File: src/rtl/morse_pkg.sv
// Shared FSM state type and symbol encoding for the Morse key front-end.
package morse_pkg;

   typedef enum logic [1:0] {
      IDLE,
      PRESS,
      GAP,
      WORD_WAIT
   } state_e;

   localparam logic SYM_DOT  = 1'b0;
   localparam logic SYM_DASH = 1'b1;

   localparam int MAX_SYMS_DEF = 5;

endpackage

File: src/rtl/key_debounce.sv
// Two-flop synchroniser plus tick-based stability filter for the raw Morse key.
module key_debounce #(
   parameter int DEBOUNCE_TICKS = 10
) (
   input  logic clk_i,
   input  logic rst_ni,
   input  logic tick_i,
   input  logic key_raw_i,
   output logic key_level_o
);

   localparam int SW = $clog2(DEBOUNCE_TICKS + 1);
   localparam logic [SW-1:0] STAB_MAX = SW'(DEBOUNCE_TICKS);

   logic          meta_q;
   logic          sync_q;
   logic          level_q;
   logic [SW-1:0] stab_q;

   // meta_q != sync_q means the synchronised value changes on this edge.
   always_ff @(posedge clk_i or negedge rst_ni) begin
      if (!rst_ni) begin
         meta_q  <= 1'b0;
         sync_q  <= 1'b0;
         level_q <= 1'b0;
         stab_q  <= '0;
      end else begin
         meta_q <= key_raw_i;
         sync_q <= meta_q;
         if (meta_q != sync_q) begin
            stab_q <= '0;
         end else if (tick_i && (stab_q != STAB_MAX)) begin
            stab_q <= stab_q + 1'b1;
            if (stab_q == (STAB_MAX - 1'b1)) begin
               level_q <= sync_q;
            end
         end
      end
   end

   assign key_level_o = level_q;

endmodule

File: src/rtl/morse_key_timer.sv
// Morse key front-end: debounce, press/gap timing, dot/dash and letter/word events.
// Define MORSE_TOGGLE_OUT_EN to add sw_out_o toggle outputs for the toggle-driven decoder.
//
// state     | meaning
// IDLE      | no letter in progress, waiting for a press
// PRESS     | key held, timing the press
// GAP       | key released, letter still open
// WORD_WAIT | letter closed, waiting for the word gap
module morse_key_timer
   import morse_pkg::*;
#(
   parameter int TICK_DIV         = 50000,
   parameter int DEBOUNCE_TICKS   = 10,
   parameter int DASH_TICKS       = 200,
   parameter int LETTER_GAP_TICKS = 600,
   parameter int WORD_GAP_TICKS   = 1400,
   parameter int MAX_SYMS         = MAX_SYMS_DEF,
   parameter int CNT_W            = 12
) (
   input  logic       clk_i,
   input  logic       reset_ni,
   input  logic       key_raw_i,
   output logic       key_level_o,
   output logic       sym_valid_o,
   output logic       sym_o,
   output logic       letter_end_o,
   output logic       word_end_o,
   output logic [2:0] sym_count_o,
   output logic       overflow_o
`ifdef MORSE_TOGGLE_OUT_EN
   ,
   output logic [1:0] sw_out_o
`endif
);

   localparam int PW = (TICK_DIV > 1) ? $clog2(TICK_DIV) : 1;
   localparam logic [PW-1:0]    PRE_LAST = PW'(TICK_DIV - 1);
   localparam logic [CNT_W-1:0] DASH_C   = CNT_W'(DASH_TICKS);
   localparam logic [CNT_W-1:0] LETTER_C = CNT_W'(LETTER_GAP_TICKS);
   localparam logic [CNT_W-1:0] WORD_C   = CNT_W'(WORD_GAP_TICKS);
   localparam logic [2:0]       MAX_CNT  = 3'(MAX_SYMS);

   logic [PW-1:0]    pre_q;
   logic             tick;
   logic             level;
   state_e           state_q;
   logic [CNT_W-1:0] dur_q;
   logic [CNT_W-1:0] dur_d;
   logic             sym_d;
   logic             sym_valid_q;
   logic             sym_q;
   logic             letter_end_q;
   logic             word_end_q;
   logic [2:0]       cnt_q;
   logic             ovf_q;
`ifdef MORSE_TOGGLE_OUT_EN
   logic [1:0]       sw_q;
`endif

   assign tick = (pre_q == PRE_LAST);

   always_ff @(posedge clk_i or negedge reset_ni) begin
      if (!reset_ni) begin
         pre_q <= '0;
      end else begin
         pre_q <= tick ? '0 : pre_q + 1'b1;
      end
   end

   key_debounce #(
      .DEBOUNCE_TICKS(DEBOUNCE_TICKS)
   ) u_debounce (
      .clk_i      (clk_i),
      .rst_ni     (reset_ni),
      .tick_i     (tick),
      .key_raw_i  (key_raw_i),
      .key_level_o(level)
   );

   // One counter serves both press and gap timing; it saturates rather than wraps.
   assign dur_d = (tick && (dur_q != '1)) ? dur_q + 1'b1 : dur_q;
   assign sym_d = (dur_q >= DASH_C) ? SYM_DASH : SYM_DOT;

   always_ff @(posedge clk_i or negedge reset_ni) begin
      if (!reset_ni) begin
         state_q      <= IDLE;
         dur_q        <= '0;
         sym_valid_q  <= 1'b0;
         sym_q        <= 1'b0;
         letter_end_q <= 1'b0;
         word_end_q   <= 1'b0;
         cnt_q        <= '0;
         ovf_q        <= 1'b0;
`ifdef MORSE_TOGGLE_OUT_EN
         sw_q         <= 2'b00;
`endif
      end else begin
         sym_valid_q  <= 1'b0;
         letter_end_q <= 1'b0;
         word_end_q   <= 1'b0;
         dur_q        <= dur_d;
         unique case (state_q)
            IDLE: begin
               if (level) begin
                  state_q <= PRESS;
                  dur_q   <= '0;
               end
            end
            PRESS: begin
               if (!level) begin
                  state_q <= GAP;
                  dur_q   <= '0;
                  if (cnt_q < MAX_CNT) begin
                     sym_valid_q <= 1'b1;
                     sym_q       <= sym_d;
                     cnt_q       <= cnt_q + 3'd1;
`ifdef MORSE_TOGGLE_OUT_EN
                     sw_q[sym_d] <= ~sw_q[sym_d];
`endif
                  end else begin
                     ovf_q <= 1'b1;
                  end
               end
            end
            // Threshold is checked before a new press so its pulse is never lost.
            GAP: begin
               if (dur_q == LETTER_C) begin
                  letter_end_q <= 1'b1;
                  cnt_q        <= '0;
                  ovf_q        <= 1'b0;
                  state_q      <= WORD_WAIT;
               end else if (level) begin
                  state_q <= PRESS;
                  dur_q   <= '0;
               end
            end
            WORD_WAIT: begin
               if (dur_q == WORD_C) begin
                  word_end_q <= 1'b1;
                  state_q    <= IDLE;
               end else if (level) begin
                  state_q <= PRESS;
                  dur_q   <= '0;
               end
            end
            default: state_q <= IDLE;
         endcase
      end
   end

   assign key_level_o  = level;
   assign sym_valid_o  = sym_valid_q;
   assign sym_o        = sym_q;
   assign letter_end_o = letter_end_q;
   assign word_end_o   = word_end_q;
   assign sym_count_o  = cnt_q;
   assign overflow_o   = ovf_q;
`ifdef MORSE_TOGGLE_OUT_EN
   assign sw_out_o     = sw_q;
`endif

endmodule

File: config.mk
export PLATFORM = sky130hd
export DESIGN_NAME = morse_key_timer
export DESIGN_NICKNAME = d
export VERILOG_FILES = /design/src/rtl/morse_pkg.sv /design/src/rtl/key_debounce.sv /design/src/rtl/morse_key_timer.sv
export SDC_FILE = /design/constraint.sdc
export NUM_CORES = 1
export LEC_CHECK = 0
export ABC_CLOCK_PERIOD_IN_PS = 3400
export BUFFER_PORTS_ARGS = -buffer_cell sky130_fd_sc_hd__clkbuf_2
export CAP_MARGIN = 25
export CORE_MARGIN = 2
export CORE_UTILIZATION = 65
export DETAILED_ROUTE_END_ITERATION = 10
export PLACE_DENSITY = 0.85
export SLEW_MARGIN = 20
export SYNTH_ARGS = -nofsm -noshare
export SYNTH_HDL_FRONTEND = slang
export SYNTH_SLANG_ARGS = --single-unit
export TNS_END_PERCENT = 10
File: constraint.sdc
create_clock -name clk_i -period 3.4 [get_ports clk_i]
set_input_delay 0.68 -clock clk_i [delete_from_list [all_inputs] [get_ports clk_i]]
set_output_delay 0.68 -clock clk_i [all_outputs]
set_load 0.03 [all_outputs]
After elaboration in Yosys (flattened, before gate mapping):

Index checks and enable logic that the tools add are counted.

* flip-flop bits (word level): 45
* bits of input ports: 3
* output and inout bits: 9
* logic and storage cells: 74

* add/subtract/negate cells: 4
* order comparisons: 2
* equality and inequality tests: 14
* mux-type cells: 30
* bitwise logic cells: 2
* reductions and logical operators: 9

Operators with widths (number)
* 12-bit two-way mux: 5
* 12-bit one-hot mux with 4 select lines: 1
* 16-bit by 1-bit adder with 16-bit output, second input constant: 1
* 16-bit == test, second input constant: 1
* 16-bit two-way mux: 1
* 12-bit by 1-bit adder with 12-bit output, second input constant: 1
* 12-bit by 10-bit == test with 1-bit output, second input constant: 1
* 12-bit by 11-bit == test with 1-bit output, second input constant: 1
* 12-bit by 8-bit >= comparator with 1-bit output, second input constant: 1
* 12-bit != test, second input constant: 1
* 1-bit two-way mux: 11
* 3-bit two-way mux: 3
* 2-bit two-way mux: 4
* 4-bit two-way mux: 2
* 2-bit != test, second input constant: 4
* 2-bit one-hot mux with 4 select lines: 1
* 4-bit AND reduction: 2
* 3-bit one-hot mux with 2 select lines: 1
* 3-bit AND reduction: 2
* 4-bit by 1-bit adder with 4-bit output, second input constant: 1
* 2-bit == test, second input constant: 2
* 4-bit == test, second input constant: 1
* 4-bit != test, second input constant: 1
* 2-bit nonzero test: 2
* other kinds (8): 10

Logic depth before layout (Yosys ltp):

Gate-level depths: netlist of run 1.

* depth in word-level cells: 6
* mapped depth: 8

By module:

From an unflattened synthesis of run 1, not the netlist that was laid out.

* cell total of the unflattened synthesis: 230
* area total of the unflattened synthesis: 2369.8 sq um

Modules (own cells, without submodules)
* morse_key_timer: instances 1, cells an instance 197, area an instance 1989.4 sq um, sequential area each 950.9 sq um
* key_debounce: instances 1, cells an instance 33, area an instance 380.4 sq um, sequential area each 175.2 sq um

Least setup slack after synthesis of run 1:

No wires, ideal clock.

* path type: register to register
* start: register dur_q[0]
* end: register dur_q[5]
* library setup time: 119 ps
* arrival: 1578 ps
* data required time: 3281 ps
* slack: 1703 ps
* stages on the path, launching flop included: 7
* buffers on the path: 0
* path through: dfrtp_1 -> ha_1 -> nand3_1 -> nor4_4 -> and4b_1 -> xnor2_1 -> nor2_1

* word-level cells in the longest chain between the ends: 6
* elaborated cells on any way between the ends: 11

Ends and longest elaborated chain
* from (decl): line morse_key_timer.sv:47 `logic [CNT_W-1:0] dur_q;`
* from (signal assigned): line morse_key_timer.sv:101 `dur_q <= dur_d;`
* parallel branches: the longest is 5 deep, another holds 12-bit by 1-bit adder with 12-bit output
* 12-bit one-hot mux with 4 select lines (*): line morse_key_timer.sv:102 `unique case (state_q)`

Mark *: on every way between the ends.
A chain may end at the register's enable or synchronous reset.

Final worst setup path of run 1:

* start: register pre_q[0]
* end: register dur_q[1]

* word-level cells in the longest chain between the ends: 6
* elaborated cells on any way between the ends: 8

Ends and longest elaborated chain
* from (decl): line morse_key_timer.sv:43 `logic [PW-1:0] pre_q;`
* from (signal assigned): line morse_key_timer.sv:66 `pre_q <= tick ? '0 : pre_q + 1'b1;`
* 16-bit == test (*): line morse_key_timer.sv:60 `assign tick = (pre_q == PRE_LAST);`
* 1-bit logical AND (*): line morse_key_timer.sv:81 `assign dur_d = (tick && (dur_q != '1)) ? dur_q + 1'b1 : dur_q;`
* 12-bit two-way mux (*): line morse_key_timer.sv:81
* 12-bit two-way mux: line morse_key_timer.sv:104, morse_key_timer.sv:132, morse_key_timer.sv:141
* 12-bit two-way mux, on equally long branches: line morse_key_timer.sv:138, morse_key_timer.sv:127
* 12-bit one-hot mux with 4 select lines (*): line morse_key_timer.sv:102

Every way passes the cells marked *; elsewhere a longest branch is shown, timed or not.

==> results.toml, run 1 <==
[synth]
synthAdderAreaFrac_pct = 3.83
synth_top_family_by_area = "simple AND/OR/NAND/NOR gates"
synth.ff_latch_count = 45
yosysTopAreaCell = "dfrtp_1"
synth_simple_gate_area_share_pct = 26.4
synth_top_area_share_pct = 49.2
ys.flop_type = "dfrtp_1"
seq_area_frac_synth_pct = 49.2
synthTopCellsByArea = "dfrtp_1 49%, xnor2_1 7.7%, nor2_1 5.9%"
yosysWarnings = 0
synth_area_per_cell_um2 = 10.4
syn_area_um2 = 2290
async_flop_share_pct = 100
synth_compound_area_share_pct = 5.41
yosys.area_share.xor_xnor_pct = 10.7
synth-edff-count = 0
syn-num-nets = 231
syn_inst = 221
synth_cell_types = 45
muxShareOfSynthArea_pct = 1.37

[clock_tree]
cts_tree = "done"
hold_buffers = 0
numClockSinks = 45
clk_latency_ns = 0.36
cts.reportedPaths.clkPinSlew_ns = 0.12
clockRootBuffer = "clkbuf_4"
cts_setup_buffers = 0
cts-resized-gates = 0
htree_levels = 2
clockBufferDepth = 2
cts_buffers = 5

[pwr]
max-vdd-ir-drop_uv = 262
total_power_mw = 0.876
powerDensity_nw_per_um2 = 351
leakagePower_nw = 1.14

[setup_path]
crit_fanout = 19
cp-end-kind = "register"
cp_top_family = "simple AND/OR/NAND/NOR gates"
start_kind = "register"
crit_arrival_ns = 2.44
cp_data_required_time_ns = 3.62
slowest_stage = "and4_1"
path_cells = "ha_1, and3_1, and4_1, nor2b_2, mux2i_1, nor2_1"
path_class = "reg -> reg"
slowest_delay_ns = 0.66
worst-path-buf-inv = 0

[floorplan]
start_util_pct = 68.0
core_um2 = 3360
dieArea_um2 = 4010
fp.dieH_um = 63.3
num_rows = 21
die_w_um = 63.3
ios = 12

[cells_and_area]
final_nets = 246
n_antenna_cell = 0
final_cells = 283
multi_input_area_um2 = 1090
design_area_um2 = 2500
fill_cells = 259
drive_above_1_share_pct = 13.5
ff_latch_area_um2 = 1130
area_growth_pct = 9.08

[grt]
busiest_layer = "met2"
gr-total-overflow = 0
grt_pass1_vias = 1585
grt_util_met2_pct = 37.6
grtUsageMet3_pct = 5.36
use_met1_pct = 32.3
antenna_found_initial = 0
grtUsageTotal_pct = 23.8
grt_pass1_wl_mm = 7.33
grt_max_degree = 29

[drt]
ant_nets = 0
wl_per_cell_um = 13.9
vias_per_cell = 5.62
drtPass1Iterations = 5
vias = 1591
drc_errors = 0
drt-total-wl_mm = 3.94
drt_iter0_markers = 126

[sta]
fmax_ghz = 0.449
rsz0062_at_grt = "no"
hold_viol = 0
drv_slew = 0
holdWs_ns = 0.102
fin_crit_sh_pct = 65.5
setup_viol = 0
tightest_slew_ns = 0.651
slew_headroom_pct = 56.6
clock_skew_ns = 0.0162
min_period_ns = 2.23
fin_setup_tns_ns = 0

[placement]
dp.cells = 275
io_buffers = 11
dp_hpwl_mm = 2.87
place.gp.congestion = 0.820
placed_area_um2 = 2420

[min_path]
hp-class = "in -> async"

[status]
outcome = "finished, final reports clean"

[run]
cap_violations = 0
-- layout make-up --
type | instances | area share, %
clock buffer | 6 | 1.65
clock inverter | 2 | 1.55
inverter | 10 | 1.50
multi-input combinational | 161 | 43.8
sequential | 45 | 45.1
tap | 46 | 2.31
timing repair buffer | 13 | 4.11
-- power by group --
part	total (mW)	switching (mW)	internal (mW)
logic	0.0196	0.0124	0.00720
registers	0.537	0.000988	0.536
clock network	0.319	0.162	0.157
total	0.876	0.176	0.700
-- Yosys cell counts (5+ instances only) --
| cell type | count |
|---|---|
| xnor2_1 | 20 |
| nor2_1 | 36 |
| nand4_1 | 6 |
| nand2_1 | 16 |
| a21oi_1 | 5 |
| dfrtp_1 | 45 |
| inv_1 | 10 |
| o21ai_0 | 6 |
| ha_1 | 7 |
| nor3_1 | 6 |
| nand3_1 | 9 |
| xor2_1 | 8 |
-- layout by cell type, fill, tap and decap left out, drive strengths merged, types with 2 or more instances in the layout --
master / n
nand2: 16
ha: 7
nand3: 9
nor3b: 2
a21oi: 6
and3: 4
nor4: 5
and4bb: 2
dfrtp: 45
nand3b: 2
o21ai: 7
xnor2: 20
buf: 2
inv: 10
nand4: 8
nor4b: 4
and4b: 2
nor3: 6
or2: 2
clkbuf: 17
mux2i: 2
xor2: 8
nor2: 36
-- registers in the layout, indices dropped and copies added, names as in the netlist --
signal and cells:
dur_q 12, overflow_o 1, u_debounce.key_level_o 1, u_debounce.sync_q 1
sym_o 1, sym_valid_o 1, letter_end_o 1, state_q 2
u_debounce.meta_q 1, word_end_o 1, pre_q 16, u_debounce.stab_q 4
sym_count_o 3
-- through the flow --
| step | setup slack, ns | utilization (%) |
|---|---|---|
| detailed placement | 1.21 | 71.8 |
| CTS | 1.19 | 74.2 |
| floorplan | 1.70 | - |
| finish | 1.17 | 74.2 |
| global route | 0.947 | 74.2 |
| global placement | 1.26 | 70.4 |
-- path summary, 6_finish.rpt --
kind / startpoint / end / slack [ns] / depth (start not counted)
max: pre_q[0]$_DFF_PN0_ / dur_q[1]$_DFF_PN0_ / 1.17 / 6
min: reset_ni / pre_q[6]$_DFF_PN0_ / 0.10 / 1
max reg2reg: pre_q[0]$_DFF_PN0_ / dur_q[1]$_DFF_PN0_ / 1.17 / 6
min reg2reg: u_debounce.meta_q$_DFF_PN0_ / u_debounce.sync_q$_DFF_PN0_ / 0.45 / 0
max in group asynchronous: reset_ni / dur_q[4]$_DFF_PN0_ / 2.80 / 3
min in group clk_i: key_raw_i / u_debounce.meta_q$_DFF_PN0_ / 0.42 / 1
-- cells by family (layout without fill, tap and decap cells) --
| kind of cell | after synthesis | count (layout) |
|---|---|---|
| DFF | 45 | 45 |
| and+or+nand+nor | 104 | 104 |
| adders and majority gates | 7 | 7 |
| muxes | 3 | 3 |
| AOI/OAI and AO/OA | 19 | 19 |
| xor gates and xnor gates | 28 | 28 |
| buffers and inverters | 15 | 31 |
-- metal layers --
metal	wire length (um)	share of wire, %
met1	1880	48
met2	1860	47
met3	128	3.2
met4	63	1.6
met5	0	0
-- worst register-to-register path: cells and delay by family (launching register included) --
family	cells	cell delay, ns
adders and majority gates	1	0.19
DFF	1	0.39
muxes	1	0.20
and+or+nand+nor	4	1.33
No activity file was read; power rests on OpenSTA's default activity.
==> run 2, diff against run 1 <==
--- a/config.mk
+++ b/config.mk
@@ -5,13 +5,14 @@
 export SDC_FILE = /design/constraint.sdc
 export NUM_CORES = 1
 export LEC_CHECK = 0
-export ABC_CLOCK_PERIOD_IN_PS = 3400
+export ABC_AREA = 1
+export ABC_CLOCK_PERIOD_IN_PS = 2120
 export BUFFER_PORTS_ARGS = -buffer_cell sky130_fd_sc_hd__clkbuf_2
 export CAP_MARGIN = 25
 export CORE_MARGIN = 2
-export CORE_UTILIZATION = 65
+export CORE_UTILIZATION = 61
 export DETAILED_ROUTE_END_ITERATION = 10
-export PLACE_DENSITY = 0.85
+export PLACE_DENSITY = 0.8
 export SLEW_MARGIN = 20
 export SYNTH_ARGS = -nofsm -noshare
 export SYNTH_HDL_FRONTEND = slang
==> constraint.sdc (replaced) <==
create_clock -name clk_i -period 2.12 [get_ports clk_i]
set_input_delay 0.424 -clock clk_i [delete_from_list [all_inputs] [get_ports clk_i]]
set_output_delay 0.424 -clock clk_i [all_outputs]
set_load 0.03 [all_outputs]
==> run 2 against run 1 <==
Non-clock buffer count is the same. Core utilization shrank 5.3 points. Wire length grew 27%. Cell area grew 12%. Clock-buffer cell count is the same. Setup slack lost 0.79 ns. Critical path type unchanged. Largest cell class is now multi-input gates. Largest power group unchanged.
==> results.toml, run 2 <==
[synth]
synth-edff-count = 0
syn_inst = 348
synthTopCellsByArea = "dfrtp_1 43%, nand2_1 12%, inv_1 8.4%"
syn_area_um2 = 2590
synth_most_common_cell = "nand2_1"
synth_top_area_share_pct = 43.4
synth.ff_latch_count = 45
synth_top_cells_by_count = "82 x nand2_1, 58 x inv_1, 50 x nor2_1, 45 x dfrtp_1, 21 x nand3_1"
synth_area_per_cell_um2 = 7.45
yosysTopAreaCell = "dfrtp_1"
seq_area_frac_synth_pct = 43.4
synth_cell_types = 27
ys.flop_type = "dfrtp_1"
async_flop_share_pct = 100
yosysWarnings = 0
syn-num-nets = 358

[floorplan]
start_util_pct = 63.9
die_w_um = 69.2
core_um2 = 4060
ios = 12
dieArea_um2 = 4790
num_rows = 23
fp.dieH_um = 69.2

[cells_and_area]
final_cell_mix = "82 x nand2_1, 58 x inv_1, 50 x nor2_1"
layout_commonest_cell = "nand2_1"
fill_cells = 335
reg_top3 = "pre_q (16), dur_q (12), u_debounce.stab_q (4)"
largest_reg_flops = 16
largest-register = "pre_q"
area_growth_pct = 7.91
drive_above_1_share_pct = 10.6
final_nets = 376
n_antenna_cell = 0

[drt]
drt-total-wl_mm = 5.02
drc_errors = 0
drtPass1Iterations = 5
vias_per_cell = 5.20
ant_nets = 0
drt_iter0_markers = 174
vias = 2170
wl_per_cell_um = 12.0

[grt]
grt_pass1_wl_mm = 9.06
grt_pass1_vias = 2119
use_met1_pct = 31.0
gr-total-overflow = 0
grtUsageMet3_pct = 5.23
grt_util_met2_pct = 37.2
busiest_layer = "met2"
grt_max_degree = 30
antenna_found_initial = 0
grtUsageTotal_pct = 22.9

[clock_tree]
cts-resized-gates = 0
numClockSinks = 45
clk_latency_ns = 0.30
cts.reportedPaths.clkPinSlew_ns = 0.08
cts_tree = "done"
cts_buffers = 5
cts_setup_buffers = 0
hold_buffers = 0
clockBufferDepth = 2
clockRootBuffer = "clkbuf_8"
htree_levels = 2

[pwr]
powerDensity_nw_per_um2 = 515
leakagePower_nw = 1.43
max-vdd-ir-drop_uv = 365

[placement]
place.gp.congestion = 0.910
pre_cts_slack_ns = 0.401
io_buffers = 11
dp_hpwl_mm = 3.74

[setup_path]
start_kind = "register"
path_class = "reg -> reg"
crit_arrival_ns = 1.92
cp-end-kind = "register"
crit_fanout = 12
rr_worst_depth = 8
cp_data_required_time_ns = 2.31

[sta]
fin_ws_ns = 0.388
slew_headroom_pct = 53.4
rsz0062_at_grt = "no"
tightest_slew_ns = 0.700
fmax_ghz = 0.577
fin_crit_sh_pct = 81.7
fin_setup_tns_ns = 0
min_period_ns = 1.73
setup_viol = 0
drv_slew = 0
hold_viol = 0
clock_skew_ns = 0.00556

[status]
outcome = "finished, final reports clean"

[run]
cap_violations = 0

[min_path]
hp-class = "in -> async"
run 2: final cells by class:
cell class / instances / area (um^2) / share of cell area, %
multi-input combinational: 239 / 1220 / 43.5
sequential: 45 / 1130 / 40.3
inverter: 62 / 235 / 8.41
clock buffer: 6 / 72.6 / 2.59
timing repair buffer: 13 / 70.1 / 2.50
tap: 50 / 62.6 / 2.24
clock inverter: 2 / 15.0 / 0.537
run 2: where the power goes:
group          leakage (nW)  internal [mW]  switching [mW]  total, mW
logic                 0.787         0.0107          0.0325     0.0432
registers             0.609          0.864         0.00502      0.869
clock network        0.0374          0.232           0.297      0.529
run 2: cell families (layout without fill, tap and decap cells):
| kind of cell | after synthesis | after routing | synth area share, % |
|---|---|---|---|
| AO/OA/AOI/OAI | 28 | 28 | 5.84 |
| XOR/XNOR | 13 | 13 | 4.39 |
| adder cells (fa/ha/maj) | 7 | 7 | 3.38 |
| buffers and inverters | 64 | 83 | 9.65 |
| flip-flops | 45 | 45 | 43.4 |
| AND/OR/NAND/NOR | 191 | 191 | 33.3 |
run 2: stage by stage:
stage | cells | util, % | instance area, um^2 | hold slack (ns) | total power [mW]
finish | 417 | 68.9 | 2800 | 0.156 | 1.44
global route | 417 | 68.9 | 2800 | 0.218 | 1.50
CTS | 417 | 68.9 | 2800 | 0.180 | 1.45
detailed placement | 409 | 66.8 | 2710 | 0.387 | 0.930
global placement | 409 | 66.8 | 2710 | 0.381 | 0.927
floorplan | 348 | - | 2590 | 0.128 | 0.902
run 2: routing by layer:
| metal | wire length (um) | share of wire (%) | vias to the layer above |
|---|---|---|---|
| li1 | - | - | 1121 |
| met1 | 2360 | 47 | 1006 |
| met2 | 2430 | 48 | 37 |
| met3 | 196 | 3.9 | 6 |
| met4 | 31 | 0.62 | 0 |
| met5 | 0 | 0 | - |
run 2: path summary, 6_finish.rpt:
kind	startpoint	end	slack, ns
max	pre_q[0]$_DFF_PN0_	dur_q[1]$_DFF_PN0_	0.39
min	reset_ni	pre_q[12]$_DFF_PN0_	0.16
max reg2reg	pre_q[0]$_DFF_PN0_	dur_q[1]$_DFF_PN0_	0.39
min reg2reg	u_debounce.meta_q$_DFF_PN0_	u_debounce.sync_q$_DFF_PN0_	0.40
max in group asynchronous	reset_ni	dur_q[4]$_DFF_PN0_	1.36
min in group clk_i	key_raw_i	u_debounce.meta_q$_DFF_PN0_	0.23
run 2: critical path, cell delays in order (launching register included):
cell and delay (ns):
dfrtp_1 0.37, ha_1 0.23, nand2_2 0.08, nor2_4 0.13, nand3_2 0.11, nor2_4 0.28, nand2_1 0.16, o21ai_0 0.19
nor2_1 0.07
==> run 3, diff against run 2 <==
--- a/config.mk
+++ b/config.mk
@@ -6,7 +6,7 @@
 export NUM_CORES = 1
 export LEC_CHECK = 0
 export ABC_AREA = 1
-export ABC_CLOCK_PERIOD_IN_PS = 2120
+export ABC_CLOCK_PERIOD_IN_PS = 1700
 export BUFFER_PORTS_ARGS = -buffer_cell sky130_fd_sc_hd__clkbuf_2
 export CAP_MARGIN = 25
 export CORE_MARGIN = 2
==> constraint.sdc (replaced) <==
create_clock -name clk_i -period 1.7 [get_ports clk_i]
set_input_delay 0.34 -clock clk_i [delete_from_list [all_inputs] [get_ports clk_i]]
set_output_delay 0.34 -clock clk_i [all_outputs]
set_load 0.03 [all_outputs]
==> run 3 against run 2 <==
Critical path depth stayed put. Non-clock buffer count increased by 13. Combinational power rose by 16%. Sequential share of layout area fell by 1.7 points. Flip-flop and latch count stayed put. Die area is the same. Core utilization increased by 3.0 points. Clock power rose by 21%. Global-route usage shrank 0.82 points. Total power is 23% higher. Highest routed layer unchanged.
==> results.toml, run 3 (synthesized netlist as in run 2, its figures left out) <==
[clock_tree]
numClockSinks = 45
clk_latency_ns = 0.30
hold_buffers = 0
clockBufferDepth = 2
clockRootBuffer = "clkbuf_8"
cts_buffers = 5
cts.reportedPaths.clkPinSlew_ns = 0.08
cts_tree = "done"
htree_levels = 2

[grt]
grt_pass1_wl_mm = 8.72
gr-total-overflow = 0
antenna_found_initial = 0
grt_max_degree = 46
grtUsageTotal_pct = 22.1
grt_pass1_vias = 2063

[sta]
clock_skew_ns = 0.00823
setup_viol = 0
fin_setup_tns_ns = 0
hold_viol = 0
fmax_ghz = 0.589
drv_slew = 0
slew_headroom_pct = 62.8
holdWs_ns = 0.113
fin_crit_sh_pct = 99.9
tightest_slew_ns = 0.558
min_period_ns = 1.70

[cells_and_area]
layout_commonest_cell = "nand2_1"
fin_util_pct = 72.0
area_growth_pct = 12.6
drive_above_1_share_pct = 15.5
largest-register = "pre_q"
largest_reg_flops = 16
final_nets = 389
final_cell_mix = "80 x nand2_1, 57 x inv_1, 48 x nor2_1"
n_antenna_cell = 0
reg_top3 = "pre_q (16), dur_q (12), u_debounce.stab_q (4)"

[drt]
drtPass1Iterations = 4
wl_per_cell_um = 12.2
drt-total-wl_mm = 5.23
vias_per_cell = 5.19
drc_errors = 0
drt_iter0_markers = 185
ant_nets = 0
vias = 2233

[pwr]
p_sw_share_pct = 22.6
max-vdd-ir-drop_uv = 589
p_int_mw = 1.37
powerDensity_nw_per_um2 = 608
combPwrFrac_pct = 2.8
leakagePower_nw = 1.51
p_switching_mw = 0.401
power_frac_seq_pct = 61.0
clkPwrFrac_pct = 36.2

[setup_path]
start_kind = "register"
rr_worst_depth = 8
ff2ff_setup_slack_ns = 0.001
r2r_end = "dur_q[1]$_DFF_PN0_"
rr_startpoint = "pre_q[0]$_DFF_PN0_"
cp-end-kind = "register"
crit_fanout = 8
path_class = "reg -> reg"
crit_start = "pre_q[0]$_DFF_PN0_"
cp_data_required_time_ns = 1.87
crit_arrival_ns = 1.87

[floorplan]
die_w_um = 69.2
fp.dieH_um = 69.2
core_um2 = 4060
num_rows = 23
ios = 12
start_util_pct = 63.9
dieArea_um2 = 4790

[placement]
io_buffers = 11
place.gp.congestion = 0.910
dp_hpwl_mm = 3.68

[min_path]
hp-class = "in -> async"

[run]
cap_violations = 0

[status]
outcome = "finished, final reports clean"
## run 3: cell type report
class | instances | area [um^2]
inverters | 62 | 238
clock buffers | 6 | 72.6
multi-input cells | 239 | 1240
repair buffers | 26 | 168
flip-flops and latches | 45 | 1130
well taps | 50 | 62.6
clock inverters | 2 | 10.0
fillers | 321 | 1140
## run 3: critical path, cell delays in order, from the launching register on
cell and delay, ns:
dfrtp_1 0.43, ha_4 0.18, nand2_2 0.06, nor2_4 0.13, nand3_2 0.11, nor2_4 0.22, nand2_2 0.12, o21ai_0 0.24
nor2_1 0.10
## run 3: timing repair
action                     4_1_cts  5_1_grt
setup endpoints to repair        0       16
buffers inserted                 0        7
resized for setup                0        9
## run 3: power groups by stage
stage	Sequential (mW)	Clock, mW	Combinational, mW
after floorplan	1.10	0	0.0212
after global placement	1.10	0	0.0500
after detailed placement	1.10	0	0.0515
after CTS	1.08	0.651	0.0518
after global routing	1.09	0.704	0.0628
final	1.08	0.642	0.0499
## run 3: worst max path at each step
stage                               to  slack [ns]  cells past startpoint
global placement    dur_q[1]$_DFF_PN0_        0.05                      8
finish              dur_q[1]$_DFF_PN0_       0.001                      8
global route        dur_q[1]$_DFF_PN0_       -0.14                      8
floorplan           dur_q[0]$_DFF_PN0_        0.25                     10
CTS                 dur_q[2]$_DFF_PN0_        0.04                      9
detailed placement  dur_q[7]$_DFF_PN0_        0.06                     10
## run 3: per-stage QoR
| step | cell area (um^2) | std cells | worst slack [ns] | power (mW) |
|---|---|---|---|---|
| CTS | 2840 | 423 | 0.0438 | 1.79 |
| detailed placement | 2760 | 415 | 0.0607 | 1.16 |
| global route | 2920 | 430 | -0.135 | 1.85 |
| global placement | 2760 | 415 | 0.0475 | 1.15 |
| floorplan | 2590 | 348 | 0.245 | 1.12 |
| finish | 2920 | 430 | 0.00140 | 1.78 |
## run 3: routing by layer
metal  GRT usage [%]  up-vias  part of all wire [%]  wire (um)
met5               0        -                     0          0
met2            35.1       47                    47       2440
met3            4.51       10                   3.7        196
met4            7.63        0                   1.6         86
li1                -     1149                     -          -
met1            30.3     1027                    48       2500
